**config.mk**
```make
export PLATFORM = sky130hd
export DESIGN_NAME = cpu_controller_flat
export DESIGN_NICKNAME = d
export VERILOG_FILES = /design/src/rtl/cpu_pkg.sv /design/src/rtl/cpu_controller_if.sv /design/src/rtl/cpu_decode.sv /design/src/rtl/cpu_controller.sv /design/src/flat_wrapper.sv
export SDC_FILE = /design/constraint.sdc
export NUM_CORES = 1
export LEC_CHECK = 0
export CORE_MARGIN = 2
export CORE_UTILIZATION = 51
export CTS_CLUSTER_SIZE = 30
export DETAILED_ROUTE_END_ITERATION = 12
export GPL_TIMING_DRIVEN = 0
export HOLD_SLACK_MARGIN = 0.05
export MAX_ROUTING_LAYER = met4
export PLACE_DENSITY = 0.84
export SYNTH_ARGS = -nofsm -noshare
export SYNTH_HDL_FRONTEND = slang
export SYNTH_SLANG_ARGS = --single-unit
```
**constraint.sdc**
```tcl
create_clock -name clk -period 2.7 [get_ports clk]
set_clock_uncertainty 0.1 [all_clocks]
set_input_delay 0.27 -clock clk [delete_from_list [all_inputs] [get_ports clk]]
set_output_delay 0.27 -clock clk [all_outputs]
set_load 0.03 [all_outputs]
```
**src/rtl/cpu_pkg.sv**
```systemverilog
// Shared types and encodings for the multi-cycle CPU controller:
// FSM states, instruction classes, opcode constants and mux select codes.
package cpu_pkg;

  typedef enum logic [2:0] {
    S_FETCH  = 3'd0,
    S_DECODE = 3'd1,
    S_EXEC   = 3'd2,
    S_MEM_RD = 3'd3,
    S_MEM_WR = 3'd4,
    S_WB     = 3'd5
  } state_t;

  typedef enum logic [3:0] {
    C_NONE  = 4'd0,
    C_ALU_R = 4'd1,
    C_ALU_I = 4'd2,
    C_CMP_R = 4'd3,
    C_CMP_I = 4'd4,
    C_LOAD  = 4'd5,
    C_STOR  = 4'd6,
    C_BCOND = 4'd7,
    C_JCOND = 4'd8,
    C_JAL   = 4'd9
  } iclass_t;

  localparam logic [3:0] OP_RTYPE = 4'b0000;
  localparam logic [3:0] OP_EXT   = 4'b0100;
  localparam logic [3:0] OP_BCOND = 4'b1100;
  localparam logic [3:0] OP_RSVD  = 4'b1111;
  localparam logic [3:0] OP_CMPI  = 4'b1011;

  localparam logic [3:0] EXT_LOAD  = 4'b0000;
  localparam logic [3:0] EXT_STOR  = 4'b0100;
  localparam logic [3:0] EXT_JAL   = 4'b1000;
  localparam logic [3:0] EXT_JCOND = 4'b1100;
  localparam logic [3:0] EXT_CMP   = 4'b1011;

  localparam logic [1:0] PC_INC  = 2'd0;
  localparam logic [1:0] PC_DISP = 2'd1;
  localparam logic [1:0] PC_RSRC = 2'd2;

  localparam logic [1:0] WB_ALU = 2'd0;
  localparam logic [1:0] WB_MEM = 2'd1;
  localparam logic [1:0] WB_PC1 = 2'd2;

  typedef struct packed {
    logic       ir_en;
    logic       pc_en;
    logic [1:0] pc_sel;
    logic       mem_req;
    logic       mem_we;
    logic       addr_sel;
    logic       reg_we;
    logic [1:0] wb_sel;
    logic       imm_sel;
    logic       flag_we;
    logic       illegal;
    logic       timeout;
  } ctrl_t;

  // States in which the controller waits on mem_ready and the timeout counter runs.
  function automatic logic is_mem_wait(input state_t s);
    return (s == S_FETCH) || (s == S_MEM_RD) || (s == S_MEM_WR);
  endfunction

endpackage

```
**src/rtl/cpu_controller_if.sv**
```systemverilog
// Instruction/memory handshake and datapath control bundle between the
// controller (master) and the datapath/memory side (slave).
interface cpu_controller_if;
  logic [3:0] opcode;
  logic [3:0] opcode_ext;
  logic       cond_true;
  logic       mem_ready;

  logic       ir_en;
  logic       pc_en;
  logic [1:0] pc_sel;
  logic       mem_req;
  logic       mem_we;
  logic       addr_sel;
  logic       reg_we;
  logic [1:0] wb_sel;
  logic       imm_sel;
  logic       flag_we;
  logic       illegal;
  logic       timeout;

  modport master (
    input  opcode, opcode_ext, cond_true, mem_ready,
    output ir_en, pc_en, pc_sel, mem_req, mem_we, addr_sel,
           reg_we, wb_sel, imm_sel, flag_we, illegal, timeout
  );

  modport slave (
    output opcode, opcode_ext, cond_true, mem_ready,
    input  ir_en, pc_en, pc_sel, mem_req, mem_we, addr_sel,
           reg_we, wb_sel, imm_sel, flag_we, illegal, timeout
  );
endinterface

```
**src/rtl/cpu_decode.sv**
```systemverilog
// Combinational instruction classifier: opcode/opcode_ext -> class + illegal flag.
module cpu_decode
  import cpu_pkg::*;
(
  input  logic [3:0] opcode,
  input  logic [3:0] opcode_ext,
  output iclass_t    iclass,
  output logic       illegal
);

  always_comb begin
    iclass  = C_NONE;
    illegal = 1'b0;
    case (opcode)
      OP_RTYPE: begin
        if (opcode_ext == EXT_CMP) iclass = C_CMP_R;
        else                       iclass = C_ALU_R;
      end
      OP_EXT: begin
        case (opcode_ext)
          EXT_LOAD:  iclass = C_LOAD;
          EXT_STOR:  iclass = C_STOR;
          EXT_JCOND: iclass = C_JCOND;
          EXT_JAL:   iclass = C_JAL;
          default:   illegal = 1'b1;
        endcase
      end
      OP_BCOND: iclass = C_BCOND;
      OP_RSVD:  illegal = 1'b1;
      OP_CMPI:  iclass = C_CMP_I;
      default:  iclass = C_ALU_I;
    endcase
  end

endmodule

```
**src/rtl/cpu_controller.sv**
```systemverilog
// Multi-cycle CPU control FSM: fetch/decode/execute/memory/write-back
// sequencing with a memory-wait timeout that aborts back to FETCH.
module cpu_controller
  import cpu_pkg::*;
#(
  parameter int MEM_TIMEOUT = 15
) (
  input  logic              clk,
  input  logic              rst_n,
  cpu_controller_if.master  bus
);

  localparam logic [3:0] TMO_CNT = 4'(MEM_TIMEOUT);

  state_t     state;
  state_t     state_nxt;
  iclass_t    cls;
  iclass_t    dec_cls;
  logic       dec_ill;
  logic [3:0] wait_cnt;
  logic       tmo;
  ctrl_t      ctl;
  ctrl_t      ctl_out;

  cpu_decode u_decode (
    .opcode     (bus.opcode),
    .opcode_ext (bus.opcode_ext),
    .iclass     (dec_cls),
    .illegal    (dec_ill)
  );

  assign tmo = is_mem_wait(state) && !bus.mem_ready && (wait_cnt == TMO_CNT);

  // State, latched class and wait counter
  always_ff @(posedge clk or negedge rst_n) begin
    if (!rst_n) begin
      state    <= S_FETCH;
      cls      <= C_NONE;
      wait_cnt <= '0;
    end else begin
      state <= state_nxt;
      if (state == S_DECODE) cls <= dec_cls;
      // A timeout re-enters FETCH from FETCH, so it must clear the count too.
      if (is_mem_wait(state_nxt) && ((state_nxt != state) || tmo))
        wait_cnt <= '0;
      else if (is_mem_wait(state) && !bus.mem_ready)
        wait_cnt <= wait_cnt + 4'd1;
    end
  end

  always_comb begin
    state_nxt = state;
    case (state)
      S_FETCH: begin
        if (bus.mem_ready) state_nxt = S_DECODE;
        else if (tmo)      state_nxt = S_FETCH;
      end
      S_DECODE: begin
        if (dec_ill) state_nxt = S_FETCH;
        else         state_nxt = S_EXEC;
      end
      S_EXEC: begin
        case (cls)
          C_LOAD:  state_nxt = S_MEM_RD;
          C_STOR:  state_nxt = S_MEM_WR;
          default: state_nxt = S_FETCH;
        endcase
      end
      S_MEM_RD: begin
        if (bus.mem_ready) state_nxt = S_WB;
        else if (tmo)      state_nxt = S_FETCH;
      end
      S_MEM_WR: begin
        if (bus.mem_ready || tmo) state_nxt = S_FETCH;
      end
      S_WB:    state_nxt = S_FETCH;
      default: state_nxt = S_FETCH;
    endcase
  end

  always_comb begin
    ctl = '0;
    case (state)
      S_FETCH: begin
        ctl.mem_req = 1'b1;
        ctl.ir_en   = bus.mem_ready;
      end
      S_DECODE: begin
        if (dec_ill) begin
          ctl.illegal = 1'b1;
          ctl.pc_en   = 1'b1;
          ctl.pc_sel  = PC_INC;
        end
      end
      S_EXEC: begin
        case (cls)
          C_ALU_R, C_ALU_I, C_CMP_R, C_CMP_I: begin
            ctl.reg_we  = (cls == C_ALU_R) || (cls == C_ALU_I);
            ctl.wb_sel  = WB_ALU;
            ctl.flag_we = 1'b1;
            ctl.imm_sel = (cls == C_ALU_I) || (cls == C_CMP_I);
            ctl.pc_en   = 1'b1;
            ctl.pc_sel  = PC_INC;
          end
          C_BCOND: begin
            ctl.pc_en  = 1'b1;
            ctl.pc_sel = bus.cond_true ? PC_DISP : PC_INC;
          end
          C_JCOND: begin
            ctl.pc_en  = 1'b1;
            ctl.pc_sel = bus.cond_true ? PC_RSRC : PC_INC;
          end
          C_JAL: begin
            ctl.reg_we = 1'b1;
            ctl.wb_sel = WB_PC1;
            ctl.pc_en  = 1'b1;
            ctl.pc_sel = PC_RSRC;
          end
          default: ;
        endcase
      end
      S_MEM_RD: begin
        ctl.mem_req  = 1'b1;
        ctl.addr_sel = 1'b1;
      end
      S_MEM_WR: begin
        ctl.mem_req  = 1'b1;
        ctl.mem_we   = 1'b1;
        ctl.addr_sel = 1'b1;
        ctl.pc_en    = bus.mem_ready;
        ctl.pc_sel   = PC_INC;
      end
      S_WB: begin
        ctl.reg_we = 1'b1;
        ctl.wb_sel = WB_MEM;
        ctl.pc_en  = 1'b1;
        ctl.pc_sel = PC_INC;
      end
      default: ;
    endcase
    // An aborted access drops every strobe and leaves the PC alone.
    if (tmo) begin
      ctl         = '0;
      ctl.timeout = 1'b1;
    end
  end

  // Reset blanks the outputs combinationally, without waiting for a clock.
  assign ctl_out = rst_n ? ctl : '0;

  assign bus.ir_en    = ctl_out.ir_en;
  assign bus.pc_en    = ctl_out.pc_en;
  assign bus.pc_sel   = ctl_out.pc_sel;
  assign bus.mem_req  = ctl_out.mem_req;
  assign bus.mem_we   = ctl_out.mem_we;
  assign bus.addr_sel = ctl_out.addr_sel;
  assign bus.reg_we   = ctl_out.reg_we;
  assign bus.wb_sel   = ctl_out.wb_sel;
  assign bus.imm_sel  = ctl_out.imm_sel;
  assign bus.flag_we  = ctl_out.flag_we;
  assign bus.illegal  = ctl_out.illegal;
  assign bus.timeout  = ctl_out.timeout;

endmodule

```
**src/flat_wrapper.sv**
```systemverilog
// flat-port wrapper written by rule: the top's interface ports become plain ports
module cpu_controller_flat import cpu_pkg::*;
#(
  parameter int MEM_TIMEOUT = 15
)
  (clk, rst_n, bus_opcode, bus_opcode_ext, bus_cond_true, bus_mem_ready, bus_ir_en, bus_pc_en, bus_pc_sel, bus_mem_req, bus_mem_we, bus_addr_sel, bus_reg_we, bus_wb_sel, bus_imm_sel, bus_flag_we, bus_illegal, bus_timeout);
  cpu_controller_if bus_i ();
  input  logic clk;
  input  logic rst_n;
  input wire logic [$bits(bus_i.opcode)-1:0] bus_opcode;
  input wire logic [$bits(bus_i.opcode_ext)-1:0] bus_opcode_ext;
  input wire logic [$bits(bus_i.cond_true)-1:0] bus_cond_true;
  input wire logic [$bits(bus_i.mem_ready)-1:0] bus_mem_ready;
  output wire logic [$bits(bus_i.ir_en)-1:0] bus_ir_en;
  output wire logic [$bits(bus_i.pc_en)-1:0] bus_pc_en;
  output wire logic [$bits(bus_i.pc_sel)-1:0] bus_pc_sel;
  output wire logic [$bits(bus_i.mem_req)-1:0] bus_mem_req;
  output wire logic [$bits(bus_i.mem_we)-1:0] bus_mem_we;
  output wire logic [$bits(bus_i.addr_sel)-1:0] bus_addr_sel;
  output wire logic [$bits(bus_i.reg_we)-1:0] bus_reg_we;
  output wire logic [$bits(bus_i.wb_sel)-1:0] bus_wb_sel;
  output wire logic [$bits(bus_i.imm_sel)-1:0] bus_imm_sel;
  output wire logic [$bits(bus_i.flag_we)-1:0] bus_flag_we;
  output wire logic [$bits(bus_i.illegal)-1:0] bus_illegal;
  output wire logic [$bits(bus_i.timeout)-1:0] bus_timeout;
  assign bus_i.opcode = bus_opcode;
  assign bus_i.opcode_ext = bus_opcode_ext;
  assign bus_i.cond_true = bus_cond_true;
  assign bus_i.mem_ready = bus_mem_ready;
  assign bus_ir_en = bus_i.ir_en;
  assign bus_pc_en = bus_i.pc_en;
  assign bus_pc_sel = bus_i.pc_sel;
  assign bus_mem_req = bus_i.mem_req;
  assign bus_mem_we = bus_i.mem_we;
  assign bus_addr_sel = bus_i.addr_sel;
  assign bus_reg_we = bus_i.reg_we;
  assign bus_wb_sel = bus_i.wb_sel;
  assign bus_imm_sel = bus_i.imm_sel;
  assign bus_flag_we = bus_i.flag_we;
  assign bus_illegal = bus_i.illegal;
  assign bus_timeout = bus_i.timeout;
  cpu_controller #(.MEM_TIMEOUT(MEM_TIMEOUT)) u_core (.clk(clk), .rst_n(rst_n), .bus(bus_i));
endmodule
```
==> results of run 1 <==
worst max-delay path: stages:
cell,delay [ps]
clkdlybuf4s50_1,490
or3_1,420
o21ai_0,180
nand3_1,150
a311oi_1,220
dlygate4sd2_1,420
flip-flops by register name (all words and copies together), names as in the netlist:
name             count
u_core.cls           4
u_core.state         3
u_core.wait_cnt      4
area by class of cell:
class                           instances  area, µm²
Timing Repair Buffer                   26        245
Buffer                                  8       40.0
Fill cell                             162        489
Sequential cell                        11        275
Clock buffer                            4       26.3
Multi-Input combinational cell         99        638
Inverter                                5       18.8
Tap cell                               25       31.3
worst max-delay path by stage:
stage | start | end | slack [ps] | depth (start not counted)
final | bus_opcode[1] | bus_pc_en | 180 | 6
after global routing | u_core.state[0] | bus_imm_sel | 40 | 6
after CTS | u_core.cls[2] | bus_pc_sel[1] | 30 | 6
after detailed placement | bus_opcode[1] | bus_pc_en | -110 | 6
after global placement | rst_n | bus_imm_sel | -70 | 4
after floorplan | u_core.cls[2] | bus_pc_en | 500 | 5
kinds of logic after synthesis:
logic type               Yosys count
AO/OA/AOI/OAI                     30
XOR/XNOR                           6
adder cells (fa/ha/maj)            1
buffers and inverters             13
flip-flops                        11
multiplexers                       1
AND/OR/NAND/NOR                   61
timing repair:
action | 4_1_cts | 5_1_grt
gates resized for setup | 10 | 1
setup endpoints to repair | 11 | 4
hold buffers | 0 | 0
cloned | 0 | 0
pin swaps | 0 | 1
buffers inserted | 0 | 2
cell usage after synthesis, types with 2 or more instances:
| library cell | instances | area [µm²] |
|---|---|---|
| a211oi_1 | 2 | 15.0 |
| a21oi_1 | 3 | 15.0 |
| a31oi_1 | 2 | 12.5 |
| and3_1 | 3 | 18.8 |
| and4_1 | 2 | 17.5 |
| and4b_1 | 2 | 20.0 |
| buf_2 | 2 | 10.0 |
| clkbuf_1 | 5 | 18.8 |
| dfrtp_1 | 11 | 275 |
| inv_1 | 5 | 18.8 |
| nand2_1 | 8 | 30.0 |
| nand2b_1 | 2 | 12.5 |
| nand3_1 | 5 | 25.0 |
| nand3b_1 | 2 | 15.0 |
| nand4_1 | 2 | 12.5 |
| nor2_1 | 13 | 48.8 |
| nor2b_1 | 2 | 12.5 |
| nor3_1 | 10 | 50.1 |
| o211ai_1 | 3 | 22.5 |
| o21ai_0 | 7 | 35.0 |
| xnor2_1 | 4 | 35.0 |
| xor2_1 | 2 | 17.5 |
power by group through the flow:
stage                     Combinational, mW  Clock, mW  Sequential (mW)
final                                 0.640      0.114            0.255
after global routing                  0.709      0.127            0.260
after CTS                             0.626      0.119            0.254
after detailed placement              0.639          0            0.258
after global placement                0.625          0            0.254
after floorplan                       0.485          0            0.249
routing by layer:
layer	part of all wire [%]	wire [µm]
met2	49	1150
met5	0	0
met3	4.0	93
met4	0.81	19
met1	46	1090
through the flow:
step,hold slack [ps],util (%),instance area (µm²)
global route,112,72.3,1270
finish,60.8,72.3,1270
detailed placement,492,70.5,1240
CTS,56.1,71.3,1260
global placement,484,70.5,1240
floorplan,-126,-,972
==> results.sh, run 1 <==
export IMPL_required_ps=2330
export IMPL_use_met2_pct=40.8
export IMPL_worstSetupPathType="input port to output pin"
export IMPL_tritoncts="built"
export IMPL_seq_area_frac_synth_pct=28.3
export IMPL_ant_nets=0
export IMPL_power_density_nw_per_um2=791
export IMPL_synth_fa_ha_area_share_pct=1.29
export IMPL_drt_wl_total_um=2350
export IMPL_clkTransAtPathRegs_ps=70
export IMPL_irDropWorstVdd_uv=384
export IMPL_htree_levels=1
export IMPL_grtUsageMet3_pct=4.53
export IMPL_grt_pass1_wl_um=3710
export IMPL_cp_max_fo=5
export IMPL_die_w_um=47.7
export IMPL_io_buffers=24
export IMPL_min_period_ps=2520
export IMPL_worstSetupEndpointType="output pin"
export IMPL_max_freq_ghz=0.397
export IMPL_wl_per_cell_um=13.2
export IMPL_drc=0
export IMPL_cts_buffer_depth=2
export IMPL_overflow=0
export IMPL_synth_top_family_by_area="simple AND/OR/NAND/NOR gates"
export IMPL_io_pins=26
export IMPL_placedCellCount=172
export IMPL_max_cap_viol_count=0
export IMPL_die_area_um2=2270
export IMPL_drt_pass1_iter_count=4
export IMPL_use_met1_pct=28.3
export IMPL_clk_latency_ps=270
export IMPL_clock_sinks=11
export IMPL_power_internal_mw=0.541
export IMPL_busiest_layer="met2"
export IMPL_synthFlopType="dfrtp_1"
export IMPL_comb_power_share_pct=63.4
export IMPL_syn_num_nets=136
export IMPL_synth_cell_types=48
export IMPL_reg2reg_slack_ps=870
export IMPL_drt_iter0_drc=26
export IMPL_startpoint_type="input port"
export IMPL_p_leak_nw=0.570
export IMPL_avgSynthCellArea_um2=7.90
export IMPL_drive_gt1_share_pct=9.80
export IMPL_synth_edf_count=0
export IMPL_ys_async_sr_fraction_pct=100
export IMPL_fin_crit_sh_pct=93.3
export IMPL_cts_buffers=3
export IMPL_place_congestion=0.818
export IMPL_netlist_area_um2=972
export IMPL_fin_nets=167
export IMPL_synth_compound_area_share_pct=21.5
export IMPL_grtUsageTotal_pct=24.0
export IMPL_finalHoldViolCount=0
export IMPL_maxSlewViolCount=0
export IMPL_setup_viol=0
export IMPL_area_growth_pct=31.1
export IMPL_synth_warnings=0
export IMPL_r2r_end="u_core.wait_cnt[0]"
export IMPL_cp_arrival_ps=2150
export IMPL_slew_headroom_pct=52.2
export IMPL_layout_common_cells="13 x nor2_1, 13 x clkdlybuf4s50_1, 11 x dfrtp_1"
export IMPL_synth_simple_area_share_pct=36.4
export IMPL_power_frac_clock_pct=11.3
export IMPL_core_area_um2=1760
export IMPL_synthCells=123
export IMPL_seqPwrFrac_pct=25.3
export IMPL_num_rows=15
export IMPL_fin_ws_ps=181
export IMPL_cts_root_buf="clkbuf_4"
export IMPL_vias=1051
export IMPL_status="complete, no violations"
export IMPL_grt_max_degree=19
export IMPL_stdcell_count=178
export IMPL_synth_seq_cells=11
export IMPL_grt_setup_unrepaired="no"
export IMPL_r2r_start="u_core.state[1]"
export IMPL_tightest_slew_ps=716
export IMPL_synth_mux_area_share_pct=1.03
export IMPL_hold_class="input port to async pin"
export IMPL_power_mw=1.01
export IMPL_viasPerCell=5.90
export IMPL_place_ws_ps=-105
export IMPL_antenna_found_initial=0
export IMPL_synth_xor_area_share_pct=5.41
export IMPL_p_switching_mw=0.468
export IMPL_dp_hpwl_um=1790
export IMPL_finalSetupTns_ps=0
export IMPL_start_util_pct=55.1
export IMPL_grt_pass1_vias=887
export IMPL_netSwitchingFraction_pct=46.4
export IMPL_die_y_um=47.7
export IMPL_diodes=0
export IMPL_reg2reg_depth=5
(Power assumes the default switching activity.)
==> run 2: changes to the inputs <==
CORE_UTILIZATION = 60   (was 51)
CTS_CLUSTER_DIAMETER = 80   (was default)
DONT_BUFFER_PORTS = 1   (was default)
PLACE_DENSITY = 0.76   (was 0.84)
==> results.sh, run 2 (synthesis results as in run 1) <==
export IMPL_status="complete, no violations"
export IMPL_stdcell_count=145
export IMPL_setup_viol=0
export IMPL_p_leak_nw=0.424
export IMPL_viasPerCell=6.48
export IMPL_clk_latency_ps=270
export IMPL_hold_ws_ps=77.3
export IMPL_startpoint_type="register"
export IMPL_ant_nets=0
export IMPL_io_buffers=0
export IMPL_cts_setup_buffers=0
export IMPL_dpl_instance_area_um2=992
export IMPL_drive_gt1_share_pct=11.6
export IMPL_place_congestion=0.958
export IMPL_cp_max_fo=10
export IMPL_num_rows=14
export IMPL_fin_nets=143
export IMPL_maxSlewViolCount=0
export IMPL_tritoncts="built"
export IMPL_hold_class="input port to register"
export IMPL_htree_levels=1
export IMPL_irDropWorstVdd_uv=519
export IMPL_grt_max_degree=12
export IMPL_cts_buffer_depth=2
export IMPL_core_area_um2=1510
export IMPL_tightest_slew_ps=896
export IMPL_cp_arrival_ps=2150
export IMPL_min_period_ps=2520
export IMPL_seqCellArea_um2=275
export IMPL_grt_pass1_wl_um=3770
export IMPL_finalHoldViolCount=0
export IMPL_die_y_um=44.3
export IMPL_postLayoutCoreUtil_pct=69.7
export IMPL_cts_root_buf="clkbuf_4"
export IMPL_layout_common_cells="13 x nor2_1, 11 x dfrtp_1, 9 x nor3_1"
export IMPL_grt_setup_unrepaired="no"
export IMPL_drt_wl_total_um=2130
export IMPL_io_pins=26
export IMPL_start_util_pct=64.5
export IMPL_required_ps=2330
export IMPL_max_freq_ghz=0.396
export IMPL_fillCellCount=133
export IMPL_vias=939
export IMPL_cp_slowest_cell="nor3_1"
export IMPL_place_ws_ps=340
export IMPL_clock_sinks=11
export IMPL_fin_crit_sh_pct=93.5
export IMPL_diodes=0
export IMPL_worstSetupEndpointType="output pin"
export IMPL_placedCellCount=139
export IMPL_finalInstanceArea_um2=1050
export IMPL_finalSetupTns_ps=0
export IMPL_max_cap_viol_count=0
export IMPL_grt_pass1_vias=878
export IMPL_power_mw=0.951
export IMPL_area_growth_pct=7.98
export IMPL_dp_hpwl_um=1600
export IMPL_multi_input_area_um2=649
export IMPL_worstSetupPathType="register to output pin"
export IMPL_antenna_found_initial=0
export IMPL_overflow=0
export IMPL_power_density_nw_per_um2=906
export IMPL_die_area_um2=1960
export IMPL_final_common_cell="nor2_1"
export IMPL_fin_ws_ps=175
export IMPL_worst_path_most_repeated_cell="o21ai_0"
export IMPL_path_cells="clkbuf_1 > o21ai_0 > and4_1 > o21ai_0 > nor3_1"
export IMPL_clkTransAtPathRegs_ps=70
export IMPL_wl_per_cell_um=14.7
export IMPL_drt_iter0_drc=27
export IMPL_die_w_um=44.3
export IMPL_slowest_delay_ps=770
export IMPL_drc=0
export IMPL_drt_pass1_iter_count=4
export IMPL_cts_buffers=3
export IMPL_slew_headroom_pct=39.8
export IMPL_grtUsageTotal_pct=26.5
export IMPL_reg_largest_list="u_core.cls x4, u_core.wait_cnt x4, u_core.state x3"
## run 2: worst max-delay path: cells and delay by family (launching register included)
family,cells,cell delay [ps]
flip-flops,1,380
AO/OA/AOI/OAI,2,320
buffers and inverters,1,230
AND/OR/NAND/NOR,2,960
## run 2: final cells by class
type                       instances  area share, %
multi-input combinational         99           61.9
tap                               16           1.91
inverter                           5           1.79
timing repair buffer               2           1.91
sequential                        11           26.2
clock buffer                       4           2.50
buffer                             8           3.81
## run 2: repair_timing
action                                 4_1_cts  5_1_grt
endpoints found under the hold margin       12        0
setup endpoints to repair                    0        2
hold buffers                                 2        0
resized for setup                            0        2
## run 2: worst paths after layout
check	to	startpoint	depth (start not counted)	slack [ps]
hold / removal	u_core.cls[0]	bus_opcode[2]	2	80
max in group asynchronous	u_core.cls[1]	rst_n	1	1870
setup / recovery	bus_pc_sel[1]	u_core.cls[2]	5	180
setup reg to reg	u_core.wait_cnt[3]	u_core.state[1]	5	870
hold reg to reg	u_core.wait_cnt[3]	u_core.wait_cnt[3]	2	520
min in group asynchronous	u_core.wait_cnt[1]	rst_n	1	290
## run 2: per-layer routing
metal	GRT usage [%]	vias to the layer above	share of wire, %
met5	-	-	0
met4	7.27	0	0
met3	3.27	0	5.2
met2	40.6	26	49
met1	37.0	443	46
li1	-	470	-
## run 2: where the power goes
group | internal, mW | switching [mW]
Clock | 0.0572 | 0.0575
Combinational | 0.220 | 0.361
Sequential | 0.221 | 0.0335
Total | 0.498 | 0.452
